**src/rtl/regfile_wr_arbiter.sv**
```systemverilog
// rtl/regfile_wr_arbiter.sv - register-file write port arbiter: WB priority, queued LLU results
module regfile_wr_arbiter #(
  parameter int DEPTH        = 4,
  parameter int STARVE_LIMIT = 8
) (
  input  logic        clk,
  input  logic        rst,
  input  logic        wb_wen,
  input  logic [4:0]  wb_addr,
  input  logic [63:0] wb_data,
  input  logic        llu_valid,
  output logic        llu_ready,
  input  logic [4:0]  llu_addr,
  input  logic [63:0] llu_data,
  input  logic [4:0]  rs1_addr,
  input  logic [4:0]  rs2_addr,
  output logic        pend_rs1,
  output logic        pend_rs2,
  output logic        stall_req,
  output logic        rd_wen,
  output logic [4:0]  rd_addr,
  output logic [63:0] rd_data
);

  localparam int AW  = $clog2(DEPTH);
  localparam int CW  = AW + 1;
  localparam int SCW = $clog2(STARVE_LIMIT + 1);

  typedef enum logic [1:0] {IDLE, DRAIN, STARVE} state_t;

  logic [4:0]       q_addr [DEPTH];
  logic [63:0]      q_data [DEPTH];
  logic [DEPTH-1:0] q_live;
  logic [AW-1:0]    wr_ptr, rd_ptr;
  logic [CW-1:0]    count;

  state_t           state, state_nx;
  logic [SCW-1:0]   starve_cnt, starve_cnt_nx;

  logic wb_sel, head_valid, head_live, pop, pop_live, push, blocked, others_live;
  logic [DEPTH-1:0] others_mask;

  // A live entry is always inside the occupied window, so q_live alone identifies pending writes.
  assign llu_ready  = (count != CW'(DEPTH));
  assign wb_sel     = wb_wen && (wb_addr != 5'd0);
  assign head_valid = (count != '0);
  assign head_live  = q_live[rd_ptr];
  assign pop_live   = head_live && !wb_sel;
  assign pop        = head_valid && (!head_live || !wb_sel);
  assign push       = llu_valid && llu_ready && (llu_addr != 5'd0);
  assign blocked    = head_live && wb_sel;
  assign stall_req  = (state == STARVE);

  always_comb begin
    others_mask         = q_live;
    others_mask[rd_ptr] = 1'b0;
  end
  assign others_live = |others_mask;

  always_ff @(posedge clk) begin
    if (rst) begin
      q_live  <= '0;
      wr_ptr  <= '0;
      rd_ptr  <= '0;
      count   <= '0;
      rd_wen  <= 1'b0;
      rd_addr <= '0;
      rd_data <= '0;
    end else begin
      // WAW kill first; a same-cycle push to the same address is younger and survives.
      for (int i = 0; i < DEPTH; i++) begin
        if (wb_sel && (q_addr[i] == wb_addr)) q_live[i] <= 1'b0;
      end
      if (pop) begin
        q_live[rd_ptr] <= 1'b0;
        rd_ptr         <= rd_ptr + AW'(1);
      end
      if (push) begin
        q_addr[wr_ptr] <= llu_addr;
        q_data[wr_ptr] <= llu_data;
        q_live[wr_ptr] <= 1'b1;
        wr_ptr         <= wr_ptr + AW'(1);
      end
      count  <= count + CW'(push) - CW'(pop);
      rd_wen <= wb_sel || pop_live;
      if (wb_sel) begin
        rd_addr <= wb_addr;
        rd_data <= wb_data;
      end else if (pop_live) begin
        rd_addr <= q_addr[rd_ptr];
        rd_data <= q_data[rd_ptr];
      end else begin
        rd_addr <= '0;
        rd_data <= '0;
      end
    end
  end

  function automatic logic pend_match(input logic [4:0] rs);
    logic hit;
    hit = (rd_wen && (rd_addr == rs)) || (push && (llu_addr == rs));
    for (int i = 0; i < DEPTH; i++) begin
      if (q_live[i] && (q_addr[i] == rs)) hit = 1'b1;
    end
    return hit && (rs != 5'd0);
  endfunction

  assign pend_rs1 = pend_match(rs1_addr);
  assign pend_rs2 = pend_match(rs2_addr);

  always_ff @(posedge clk) begin
    if (rst) begin
      state      <= IDLE;
      starve_cnt <= '0;
    end else begin
      state      <= state_nx;
      starve_cnt <= starve_cnt_nx;
    end
  end

  always_comb begin
    state_nx      = state;
    starve_cnt_nx = starve_cnt;
    case (state)
      IDLE: begin
        starve_cnt_nx = '0;
        if (head_live) state_nx = DRAIN;
      end
      DRAIN: begin
        if (!head_live) begin
          state_nx      = IDLE;
          starve_cnt_nx = '0;
        end else if (blocked) begin
          if (starve_cnt >= SCW'(STARVE_LIMIT - 1)) state_nx = STARVE;
          else starve_cnt_nx = starve_cnt + SCW'(1);
        end else begin
          starve_cnt_nx = '0;
        end
      end
      STARVE: begin
        if (!blocked) begin
          starve_cnt_nx = '0;
          state_nx      = others_live ? DRAIN : IDLE;
        end
      end
      default: begin
        state_nx      = IDLE;
        starve_cnt_nx = '0;
      end
    endcase
  end

endmodule
```
**config.mk**
```make
export PLATFORM = sky130hd
export DESIGN_NAME = regfile_wr_arbiter
export DESIGN_NICKNAME = d
export VERILOG_FILES = /design/src/rtl/regfile_wr_arbiter.sv
export SDC_FILE = /design/constraint.sdc
export NUM_CORES = 1
export LEC_CHECK = 0
export ABC_AREA = 1
export BUFFER_PORTS_ARGS = -buffer_cell sky130_fd_sc_hd__buf_2
export CAP_MARGIN = 5
export CELL_PAD_IN_SITES_DETAIL_PLACEMENT = 0
export CELL_PAD_IN_SITES_GLOBAL_PLACEMENT = 1
export CORE_MARGIN = 8
export CORE_UTILIZATION = 48
export CTS_BUF_LIST = sky130_fd_sc_hd__clkbuf_8 sky130_fd_sc_hd__clkbuf_16
export DETAILED_ROUTE_END_ITERATION = 8
export PLACE_DENSITY = 0.83
export SYNTH_ARGS = -nofsm -noshare
export SYNTH_HDL_FRONTEND = slang
export SYNTH_SLANG_ARGS = --single-unit
```
**constraint.sdc**
```tcl
create_clock -name clk -period 7.78 [get_ports clk]
set_input_delay 0.778 -clock clk [delete_from_list [all_inputs] [get_ports clk]]
set_output_delay 0.778 -clock clk [all_outputs]
set_load 0.005 [all_outputs]
```
== After elaboration in Yosys (flattened, before gate mapping) ==
Memories as Yosys holds them, arrays and structs flattened. A register that Yosys moved wholly into a read port is not among the register bits.
Cells that the tools add are included.
Word-level totals
  word-level logic and storage cells: 138
  input bits: 152
  RAM bits: 276
  memories kept: 2
  bits in registers: 87
Cells by class
  bitwise logic cells: 4
  muxes and demuxes: 48
  equality and inequality tests: 24
  add/subtract/negate cells: 5
  reductions and logical operators: 41
  magnitude comparators: 5
Memory list
  q_data: words 4, bits a word 64, read ports 1, clocked after Yosys merged registers in 1, write ports 1, RTL line 32  | logic [63:0] q_data [DEPTH];
  q_addr: words 4, bits a word 5, read ports 5, clocked after Yosys merged registers in 1, write ports 1, RTL line 31  | logic [4:0] q_addr [DEPTH];
Operator list (number)
  $mux W64: 2
  $eq A5 B5 Y1: 16
  $mux W4: 7
  $logic_and A1 B1 Y1: 26
  $mux W1: 23
  $reduce_bool A5 Y1: 4
  $mux W2: 9
  $mux W5: 2
  $ne A3 B3 Y1 const B: 3
  $and A4 B4 Y4: 2
  $pmux W4 S2: 1
  $lt A2 B3 Y1 const B: 2
  $pmux W2 S3: 1
  $add A2 B1 Y2 const B: 2
  $add A4 B1 Y4 const B: 1
  $demux W1 S2: 2
  $ge A2 B1 Y1 const B: 2
  $ge A4 B3 Y1 const B: 1
  $logic_or A1 B1 Y1: 4
  $ne A2 B2 Y1 const B: 2
  $ne A4 B4 Y1 const B: 1
  $not A4 Y4: 1
  $or A4 B4 Y4: 1
  $reduce_and A4 Y1: 1
  other kinds (10): 11

== Longest topological paths before layout ==
Gate-level depths: netlist (run 1).
  depth in word-level cells: 10
  depth in mapped cells: 14
  mapped depth without buffers: 14

== Least setup slack after synthesis (run 1) ==
No wires, ideal clock.
  path type: input-to-reg
  from: in llu_valid
  to: mem q_addr[0][0], enable pin
  library setup time: 496 ps
  stages on the path: 5
  arrival time: 4236 ps
  slack: 3048 ps
  buffers on the path: 0
  cell sequence: a21boi_0 > nand2_1 > nor2_1 > inv_1 > nor2_1
On the way
  cells in the longest elaborated chain, start to end: 5
RTL lines
  from (decl): RTL line 11  | input logic llu_valid,
  $logic_and A1 B1 Y1 (2 in a row): RTL line 50  | assign push = llu_valid && llu_ready && (llu_addr != 5'd0);
  $mux W1: RTL line 78  | if (push) begin
  $mux W1: RTL line 61  | if (rst) begin
  $mux W1 (implied by the code): RTL line 79  | q_addr[wr_ptr] <= llu_addr;
  to (decl): RTL line 31
No other way between the ends.

== Final worst setup path (run 1) ==
  from: reg count[1]
  to: mem q_data[2][53], enable pin
On the way
  cells in the longest elaborated chain, start to end: 6
RTL lines
  from (decl): RTL line 35  | logic [CW-1:0] count;
  from (signal assigned): RTL line 84  | count <= count + CW'(push) - CW'(pop);
  $ne A3 B3 Y1: RTL line 44  | assign llu_ready = (count != CW'(DEPTH));
  $logic_and A1 B1 Y1 (2 in a row): RTL line 50
  $mux W1: RTL line 78
  $mux W1: RTL line 61
  $mux W1 (implied by the code): RTL line 80  | q_data[wr_ptr] <= llu_data;
  to (decl): RTL line 32
No other way between the ends.

==> impl_metrics.py, run 1 <==
metrics = {
    "final_layout": {
        "fin_nets": 1796,
        "finalInstanceArea_um2": 17600,
        "area_growth_pct": 16.7,
        "fin_cells": 2070,
        "drive_gt1_share_pct": 19.8,
    },
    "worst_setup_path": {
        "worstPathRequired_ns": 7.92,
        "startpoint_type": "flip-flop",
        "crit_fanout": 53,
        "cp.arrival_ns": 3.10,
        "crit_type": "flip-flop to flip-flop",
        "endpoint_kind": "flip-flop",
    },
    "sta": {
        "fin_crit_ns": 2.96,
        "worstMarginPinSlew_ns": 0.973,
        "fin_worst_skew_ns": 0.0193,
        "maxSlewHeadroom_pct": 35.1,
        "setup_tns_ns": 0,
        "setup_viol_count_final": 0,
        "rsz0062_at_grt": "no",
        "min_period_over_period_pct": 38.0,
        "worst_slack_ns": 4.82,
        "hold_viol": 0,
        "fmax_ghz": 0.338,
        "slew_viol_final": 0,
    },
    "logic_synthesis": {
        "yosysSeqAreaShare_pct": 66.7,
        "yosys_warnings": 0,
        "netlist_instances": 1438,
        "synthDistinctLibCells": 31,
        "synth_area_leader_cell": "edfxtp_1",
        "syn-cell-area_um2": 15100,
        "synth_seq_cells": 365,
        "ys_top_cells_by_area": "edfxtp_1 (55%), dfxtp_1 (12%), nand2_1 (7.8%), nor2_1 (5.3%), o21ai_0 (5.0%)",
        "syn_avg_cell_area_um2": 10.5,
        "synth.top_cell.area_share_pct": 54.9,
        "synthesis.nets": 1601,
    },
    "place": {
        "dpl-instance-area_um2": 16400,
        "dp_cells": 1994,
        "place_hpwl_um": 23400,
        "globalplace.congestion": 0.898,
        "dp_slack_ns": 4.32,
        "io_buffers": 225,
    },
    "die": {
        "core_um2": 31200,
        "start_util_pct": 48.3,
        "rows": 65,
        "ios": 226,
        "die_area_um2": 37400,
        "dieHeight_um": 193,
        "die_w_um": 193,
    },
    "power": {
        "vdd_drop_max_mv": 0.180,
        "p_clk_share_pct": 33.0,
        "swShare_pct": 30.9,
        "p_int_uw": 3630,
        "p_per_area_nw_per_um2": 298,
        "combPwrFrac_pct": 22.1,
        "fin_total_pwr_uw": 5250,
        "p_seq_share_pct": 44.9,
        "p_switching_uw": 1620,
        "p_leak_uw": 0.00697,
    },
    "clock_network": {
        "clockRootBuffer": "clkbuf_16",
        "ctsHoldBuffers": 0,
        "post-cts-setup-buffers": 0,
        "cts_resized": 0,
        "tritoncts": "done",
        "ctsLongestPathBuffers": 3,
        "clock-sinks": 365,
        "h-tree-depth": 2,
        "numCtsBuffers": 39,
        "clk_pin_slew_ns": 0.06,
        "clkLatencyLatePin_ns": 0.52,
    },
    "global_routing": {
        "grt_overflow_total": 0,
        "grt_max_degree": 83,
        "antenna_found_initial": 9,
        "grt_pass1_wl_um": 58800,
        "grt_pass1_vias": 10655,
        "track_usage_pct": 19.5,
    },
    "route": {
        "vias": 10814,
        "wl_um": 37900,
        "post-route-drc-count": 0,
        "wire_per_inst_um": 18.3,
        "viasPerCell": 5.22,
        "ant_nets": 0,
        "dr.pass1.iters": 6,
        "drtIter0Drc": 679,
    },
    "job": {
        "cap_violations": 0,
    },
    "outcome": {
        "status": "finished clean",
    },
    "hold_path": {
        "hp-class": "input pin to flip-flop",
    },
}
## final cells by class
type | count | area, µm²
timing repair buffer | 234 | 1200
multi-input combinational | 926 | 4340
inverter | 67 | 259
sequential | 365 | 10100
clock buffer | 47 | 1100
clock inverter | 25 | 133
antenna | 4 | 10.0
tap | 402 | 503
fill | 2738 | 13600
## critical path, cell delays in order (launching register included)
cell	delay [ns]
dfxtp_1	0.36
nor2_1	0.08
a21boi_0	0.24
nand2_1	0.27
nor2_1	0.22
inv_1	0.15
nor2_4	0.48
buf_4	0.76
## cells in the final DEF, fill, tap and decap left out, drive strengths merged
cell        n
nand2     328
edfxtp    276
buf       234
nor2      216
o21ai     154
dfxtp      89
a21oi      87
inv        78
o22ai      64
clkbuf     47
nand3      26
xor2       18
clkinv     12
xnor2      11
ha         10
diode       4
nand3b      4
nand4       2
o211ai      2
nor3        2
clkinvlp    2
a21boi      1
fa          1
## stage by stage
stage,utilization [%],hold WS (ns)
after global routing,56.4,0.449
after global placement,52.4,0.456
after detailed placement,52.4,0.457
after floorplan,-,0.439
after CTS,56.4,0.446
final,56.4,0.467
## Yosys cell counts, drive strengths merged
cell	n
nand2	328
edfxtp	276
nor2	216
o21ai	154
dfxtp	89
a21oi	87
inv	67
o22ai	64
buf	49
clkbuf	31
nand3	26
xor2	18
xnor2	11
ha	10
nand3b	4
nand4	2
nor3	2
o211ai	2
a21boi	1
fa	1
## logic make-up after synthesis
logic type               synth area share (%)
AND/OR/NAND/NOR                          15.0
flip-flops                               66.7
AO/OA/AOI/OAI                            11.0
buffers and inverters                    4.62
XOR/XNOR                                 1.68
adder cells (fa/ha/maj)                 0.962
## flip-flops by register name (all words and copies together) (netlist names), 3 cells and up, named ones only
name and flops:
q_addr 20, starve_cnt 4, rd_addr 5, q_data 256, count 3, rd_data 64, q_live 4
## routing by layer
metal | vias to the layer above | wire, µm | track usage [%]
met1 | 5123 | 15900 | 23.8
met5 | - | 69 | 0
li1 | 5315 | - | -
met4 | 12 | 915 | 5.76
met2 | 289 | 18900 | 34.3
met3 | 75 | 2090 | 4.39
## worst paths after layout
kind / from / slack [ns] / cells past startpoint / end
worst max-delay path: count[1] / 4.82 / 7 / q_data[2][53]
worst max register to register: count[1] / 4.82 / 7 / q_data[2][53]
worst min register to register: starve_cnt[2] / 0.47 / 2 / starve_cnt[2]
worst min-delay path: llu_data[30] / 0.47 / 1 / q_data[2][30]
## power groups by stage
stage | clock (µW) | sequential, µW | combinational (µW)
floorplan | 0 | 2350 | 874
global placement | 0 | 2390 | 1150
detailed placement | 0 | 2400 | 1180
CTS | 1760 | 2360 | 1180
global route | 1840 | 2370 | 1310
finish | 1730 | 2350 | 1160
Note: power is estimated with default switching activity, not from simulation.
==> run 2: changes to the inputs <==
--- a/config.mk
+++ b/config.mk
@@ -5,16 +5,16 @@
 export SDC_FILE = /design/constraint.sdc
 export NUM_CORES = 1
 export LEC_CHECK = 0
-export ABC_AREA = 1
+export ABC_AREA = 0
 export BUFFER_PORTS_ARGS = -buffer_cell sky130_fd_sc_hd__buf_2
 export CAP_MARGIN = 5
 export CELL_PAD_IN_SITES_DETAIL_PLACEMENT = 0
 export CELL_PAD_IN_SITES_GLOBAL_PLACEMENT = 1
 export CORE_MARGIN = 8
-export CORE_UTILIZATION = 48
+export CORE_UTILIZATION = 43
 export CTS_BUF_LIST = sky130_fd_sc_hd__clkbuf_8 sky130_fd_sc_hd__clkbuf_16
 export DETAILED_ROUTE_END_ITERATION = 8
-export PLACE_DENSITY = 0.83
+export PLACE_DENSITY = 0.74
 export SYNTH_ARGS = -nofsm -noshare
 export SYNTH_HDL_FRONTEND = slang
 export SYNTH_SLANG_ARGS = --single-unit
==> constraint.sdc (replaced) <==
create_clock -name clk -period 2.71 [get_ports clk]
set_input_delay 0.271 -clock clk [delete_from_list [all_inputs] [get_ports clk]]
set_output_delay 0.271 -clock clk [all_outputs]
set_load 0.005 [all_outputs]
==> run 2 against run 1 <==
  * Synthesized cell count is 42% lower
  * Utilization down 0.37 points
  * Global-route usage shrank 1.9 points
  * Die area up 5.5%
  * Clock-buffer cell count unchanged
  * Sequential share of layout area fell by 3.0 points
  * Total power increased to 2.8 times the previous value
  * Routed wire length fell by 7.6%
  * Clock skew is 0.0029 ns lower
  * Critical endpoint is now pend_rs2
==> impl_metrics.py, run 2 <==
metrics = {
    "outcome": {
        "status": "finished clean",
    },
    "sta": {
        "rsz0062_at_grt": "no",
        "setup_tns_ns": 0,
        "timing.hold.ws_ns": 0.0235,
        "hold_viol": 0,
        "setup_viol_count_final": 0,
        "min_period_over_period_pct": 94.2,
        "maxSlewHeadroom_pct": 52.0,
        "fmax_ghz": 0.392,
        "slew_viol_final": 0,
        "worstMarginPinSlew_ns": 0.720,
        "fin_worst_skew_ns": 0.0164,
        "fin_crit_ns": 2.55,
    },
    "logic_synthesis": {
        "syn_avg_cell_area_um2": 17.2,
        "synth_seq_cells": 365,
        "async_reset_ff_share_pct": 0,
        "synth_area_leader_cell": "edfxtp_1",
        "yosysSeqAreaShare_pct": 70.3,
        "netlist_instances": 834,
        "synthesis.nets": 997,
        "synthFlopType": "edfxtp_1",
        "synth.top_cell.area_share_pct": 57.8,
        "yosys-top-cells-count": "edfxtp_1 (276), dfxtp_1 (89), nor2_1 (75)",
        "ys_top_cells_by_area": "edfxtp_1 (58%), dfxtp_1 (12%), mux4_2 (11%), xor2_1 (3.4%), a22oi_1 (3.1%)",
        "synth_edf_count": 276,
        "synthDistinctLibCells": 46,
        "yosysMostFrequentCell": "edfxtp_1",
        "yosys_warnings": 0,
        "syn-cell-area_um2": 14300,
    },
    "power": {
        "p_per_area_nw_per_um2": 800,
        "p_leak_uw": 0.00677,
        "vdd_drop_max_mv": 0.519,
    },
    "clock_network": {
        "clockRootBuffer": "clkbuf_16",
        "clk_pin_slew_ns": 0.06,
        "tritoncts": "done",
        "ctsLongestPathBuffers": 3,
        "clock-sinks": 365,
        "h-tree-depth": 2,
        "numCtsBuffers": 40,
        "clkLatencyLatePin_ns": 0.52,
    },
    "route": {
        "post-route-drc-count": 0,
        "wl_um": 35000,
        "ant_nets": 0,
        "viasPerCell": 5.13,
        "wire_per_inst_um": 20.9,
        "drtIter0Drc": 593,
        "dr.pass1.iters": 5,
        "vias": 8575,
    },
    "die": {
        "die_area_um2": 39400,
        "core_um2": 33200,
        "die_w_um": 199,
        "start_util_pct": 43.2,
        "dieHeight_um": 199,
        "ios": 226,
        "rows": 67,
    },
    "final_layout": {
        "final_cell_mix": "edfxtp_1 (276), buf_2 (224), dlygate4sd3_1 (116)",
        "top_register": "q_data",
        "layout_commonest_cell": "edfxtp_1",
        "largest_registers": "q_data: 256 flops, rd_data: 64 flops, q_addr: 20 flops",
        "regArea_um2": 10100,
        "fin_nets": 1352,
        "fillCellCount": 2704,
        "drive_gt1_share_pct": 33.9,
        "largest_reg_flops": 256,
        "area_growth_pct": 29.8,
        "multi_input_area_um2": 3950,
        "finalInstanceArea_um2": 18600,
    },
    "worst_setup_path": {
        "crit_fanout": 4,
        "cp.arrival_ns": 2.28,
        "rrSetupSlack_ns": 0.29,
        "crit_type": "flip-flop to output pin",
        "worstPathRequired_ns": 2.44,
        "startpoint_type": "flip-flop",
        "endpoint_kind": "output pin",
    },
    "global_routing": {
        "track_usage_pct": 17.6,
        "grt_overflow_total": 0,
        "grt_pass1_vias": 9562,
        "grt_pass1_wl_um": 53600,
        "antenna_found_initial": 5,
        "grt_max_degree": 55,
    },
    "place": {
        "io_buffers": 225,
        "dpl-instance-area_um2": 16200,
        "place_hpwl_um": 22300,
        "globalplace.congestion": 0.865,
    },
    "hold_path": {
        "hp-class": "input pin to flip-flop",
    },
    "job": {
        "cap_violations": 0,
    },
}
-- run 2: cell types whose count changed after synthesis, moves of 37 or more --
cell     change
inv_1       -52
nor2_1     -140
a21oi_1     -71
o21ai_0    -151
a22oi_1     +59
nand2_1    -309
o22ai_1     -62
mux4_2      +70
xor2_1      +37
-- run 2: what timing repair did --
item	CTS	global route
gates resized for setup	0	0
endpoints found under the hold margin	308	0
setup buffers	0	0
hold buffers	116	0
setup endpoints to repair	0	0
-- run 2: through the flow --
stage	util, %	total power, µW	instances	worst slack [ns]
after CTS	56.0	15100	1669	0.132
after global routing	56.0	15500	1672	0.0632
after floorplan	-	8770	834	0.107
final	56.0	14900	1672	0.158
after global placement	48.7	9790	1479	0.131
after detailed placement	48.7	9820	1479	0.143
-- run 2: cell families after synthesis --
family	synth area share, %
DFF	70.3
and+or+nand+nor	4.72
AOI/OAI and AO/OA	5.37
xor gates and xnor gates	5.20
muxes	11.1
buffers and inverters	2.29
adders and majority gates	1.01
-- run 2: metal layers --
layer	up-vias	routed length, µm	global-route usage, %
met5	-	22	0
met4	4	875	5.41
met3	66	2100	3.74
met2	260	17400	30.1
met1	4285	14600	22.4
li1	3960	-	-
-- run 2: critical path, cell delays in order, from the launching register on --
cell and delay [ns]:
edfxtp_1 0.50, xor2_1 0.21, nor4_1 0.54, nand3_1 0.14
nand3_1 0.12, o22a_1 0.14, buf_2 0.11
-- run 2: layout make-up --
cell class,instances,share of cell area (%)
clock inverters,27,0.821
flip-flops and latches,365,54.2
inverters,9,0.182
multi-input cells,404,21.2
well taps,448,3.01
clock buffers,47,6.02
diodes,3,0.0404
repair buffers,369,14.5
-- run 2: power breakdown --
part	switching [µW]	internal (µW)
sequential	241	6450
combinational	1510	1580
clock	2140	2960
-- run 2: worst paths after layout --
kind                         to     startpoint  cells after the start
setup / recovery       pend_rs2   q_addr[0][1]                      6
setup reg to reg       count[2]      rd_ptr[0]                      8
hold reg to reg   starve_cnt[3]  starve_cnt[3]                      2
hold / removal      rd_data[25]    wb_data[25]                      3
==> run 3: changes to the inputs <==
--- a/config.mk
+++ b/config.mk
@@ -11,10 +11,11 @@
 export CELL_PAD_IN_SITES_DETAIL_PLACEMENT = 0
 export CELL_PAD_IN_SITES_GLOBAL_PLACEMENT = 1
 export CORE_MARGIN = 8
-export CORE_UTILIZATION = 43
+export CORE_UTILIZATION = 48
 export CTS_BUF_LIST = sky130_fd_sc_hd__clkbuf_8 sky130_fd_sc_hd__clkbuf_16
 export DETAILED_ROUTE_END_ITERATION = 8
-export PLACE_DENSITY = 0.74
+export PLACE_DENSITY = 0.82
 export SYNTH_ARGS = -nofsm -noshare
 export SYNTH_HDL_FRONTEND = slang
 export SYNTH_SLANG_ARGS = --single-unit
+export TNS_END_PERCENT = 50
==> constraint.sdc (replaced) <==
create_clock -name clk -period 2.4 [get_ports clk]
set_input_delay 0.24 -clock clk [delete_from_list [all_inputs] [get_ports clk]]
set_output_delay 0.24 -clock clk [all_outputs]
set_load 0.005 [all_outputs]
==> run 3 against run 2 <==
  * Cell area grew 0.79%
  * Worst setup slack lost 0.087 ns
  * Total power grew 13%
  * Critical path depth is the same
  * Utilization grew 7.6 points
  * Via count grew 1.5%
  * Routed wire length shrank 2.7%
  * Sequential power grew 12%
  * Cell count shrank 1.8%
  * Largest power group unchanged
==> impl_metrics.py, run 3 (synthesized netlist as in run 2, its figures left out) <==
metrics = {
    "outcome": {
        "status": "finished clean",
    },
    "die": {
        "start_util_pct": 48.6,
        "rows": 63,
        "dieHeight_um": 189,
        "die_w_um": 189,
        "die_area_um2": 35600,
        "core_um2": 29500,
        "ios": 226,
    },
    "route": {
        "met2_length_um": 17000,
        "met1_length_um": 14400,
        "vias": 8702,
        "drtIter0Drc": 670,
        "ant_nets": 0,
        "highest_layer": "met5",
        "wl_met3_um": 1860,
        "dr.pass1.iters": 4,
        "wl_um": 34000,
        "wire_per_inst_um": 20.7,
        "post-route-drc-count": 0,
        "viasPerCell": 5.30,
    },
    "worst_setup_path": {
        "crit_type": "flip-flop to output pin",
        "critPathMaxStageDelay_ns": 0.48,
        "startpoint_type": "flip-flop",
        "slowest_stage": "edfxtp_1",
        "worstPathRequired_ns": 2.16,
        "endpoint_kind": "output pin",
        "cp.arrival_ns": 2.09,
        "crit_chain": "xor2_1 -> nor4_2 -> nand3_1 -> o211ai_1 -> o22a_1 -> buf_2",
        "crit_fanout": 4,
    },
    "power": {
        "vdd_drop_max_mv": 0.620,
        "p_leak_uw": 0.00691,
        "fin_total_pwr_uw": 16800,
        "p_per_area_nw_per_um2": 894,
    },
    "place": {
        "place_hpwl_um": 21600,
        "dpl-instance-area_um2": 16100,
        "io_buffers": 225,
        "dp_cells": 1432,
        "globalplace.congestion": 0.839,
    },
    "clock_network": {
        "clkLatencyLatePin_ns": 0.52,
        "clock-sinks": 365,
        "h-tree-depth": 2,
        "ctsLongestPathBuffers": 3,
        "clk_pin_slew_ns": 0.06,
        "clockRootBuffer": "clkbuf_16",
        "tritoncts": "done",
        "numCtsBuffers": 39,
    },
    "sta": {
        "fmax_ghz": 0.429,
        "maxSlewHeadroom_pct": 60.4,
        "hold_viol": 0,
        "slew_viol_final": 0,
        "fin_crit_ns": 2.33,
        "rsz0062_at_grt": "yes",
        "worstMarginPinSlew_ns": 0.594,
        "fin_worst_skew_ns": 0.0153,
        "min_period_over_period_pct": 97.0,
        "setup_viol_count_final": 0,
    },
    "global_routing": {
        "grt_pass1_vias": 9361,
        "grt_pass1_wl_um": 52500,
        "grt_max_degree": 49,
        "track_usage_pct": 18.8,
        "antenna_found_initial": 3,
        "grt_overflow_total": 0,
    },
    "final_layout": {
        "final_util_pct": 63.6,
        "final_cell_mix": "edfxtp_1 (276), buf_2 (224), dlygate4sd3_1 (125)",
        "fin_cells": 1642,
        "fillCellCount": 2175,
        "layout_commonest_cell": "edfxtp_1",
        "area_growth_pct": 30.8,
        "largest_registers": "q_data: 256 flops, rd_data: 64 flops, q_addr: 20 flops",
        "drive_gt1_share_pct": 34.9,
        "top_register": "q_data",
        "largest_reg_flops": 256,
        "fin_nets": 1381,
        "finalInstanceArea_um2": 18700,
    },
    "hold_path": {
        "hp-class": "input pin to flip-flop",
    },
    "job": {
        "cap_violations": 0,
    },
}
==> run 3: final cells by class <==
cell class | count | area (µm²) | share of cell area, %
well taps | 390 | 488 | 2.60
clock inverters | 23 | 118 | 0.627
diodes | 4 | 10.0 | 0.0534
repair buffers | 399 | 2920 | 15.6
clock buffers | 48 | 1120 | 5.99
inverters | 9 | 33.8 | 0.180
flip-flops and latches | 365 | 10100 | 53.8
multi-input cells | 404 | 3970 | 21.2
==> run 3: timing repair <==
item,4_1_cts,5_1_grt
hold buffers,125,0
setup buffers,0,10
pin swaps,0,5
hold endpoints to repair,317,0
gates resized for setup,2,6
setup endpoints to repair,2,49
==> run 3: per-stage QoR <==
step	hold WS, ns	setup slack, ns	TNS (ns)
2_1_floorplan	0.339	-0.709	-98.02
3_3_place_gp	0.451	-0.0850	-0.0850
3_5_place_dp	0.457	-0.101	-0.101
4_1_cts	0.000360	0.0126	0
5_1_grt	0.0178	-0.000618	-0.000746
6_report	0.0172	0.0711	0
==> run 3: worst max-delay path: cells and delay by family (launching register included) <==
kind | cells | cell delay (ns)
AO/OA/AOI/OAI | 2 | 0.33
XOR/XNOR | 1 | 0.22
buffers and inverters | 1 | 0.12
flip-flops | 1 | 0.48
AND/OR/NAND/NOR | 2 | 0.43
==> run 3: path summary, 6_finish.rpt <==
path | slack, ns | endpoint | cells past startpoint | start
max | 0.07 | pend_rs2 | 6 | q_addr[2][0]
min | 0.02 | rd_data[41] | 3 | wb_data[41]
max reg2reg | 0.11 | count[2] | 9 | q_live[1]
min reg2reg | 0.49 | starve_cnt[3] | 2 | starve_cnt[3]
==> run 3: power by group <==
| group | switching, µW | internal, µW |
|---|---|---|
| registers | 232 | 7280 |
| clock network | 2350 | 3320 |
| logic | 1760 | 1820 |
| total | 4340 | 12400 |
==> run 3: per-layer routing <==
metal / global-route usage (%) / up-vias
met5: 0 / -
met4: 6.16 / 2
met3: 3.96 / 67
met2: 31.5 / 277
met1: 24.0 / 4348
li1: - / 4008
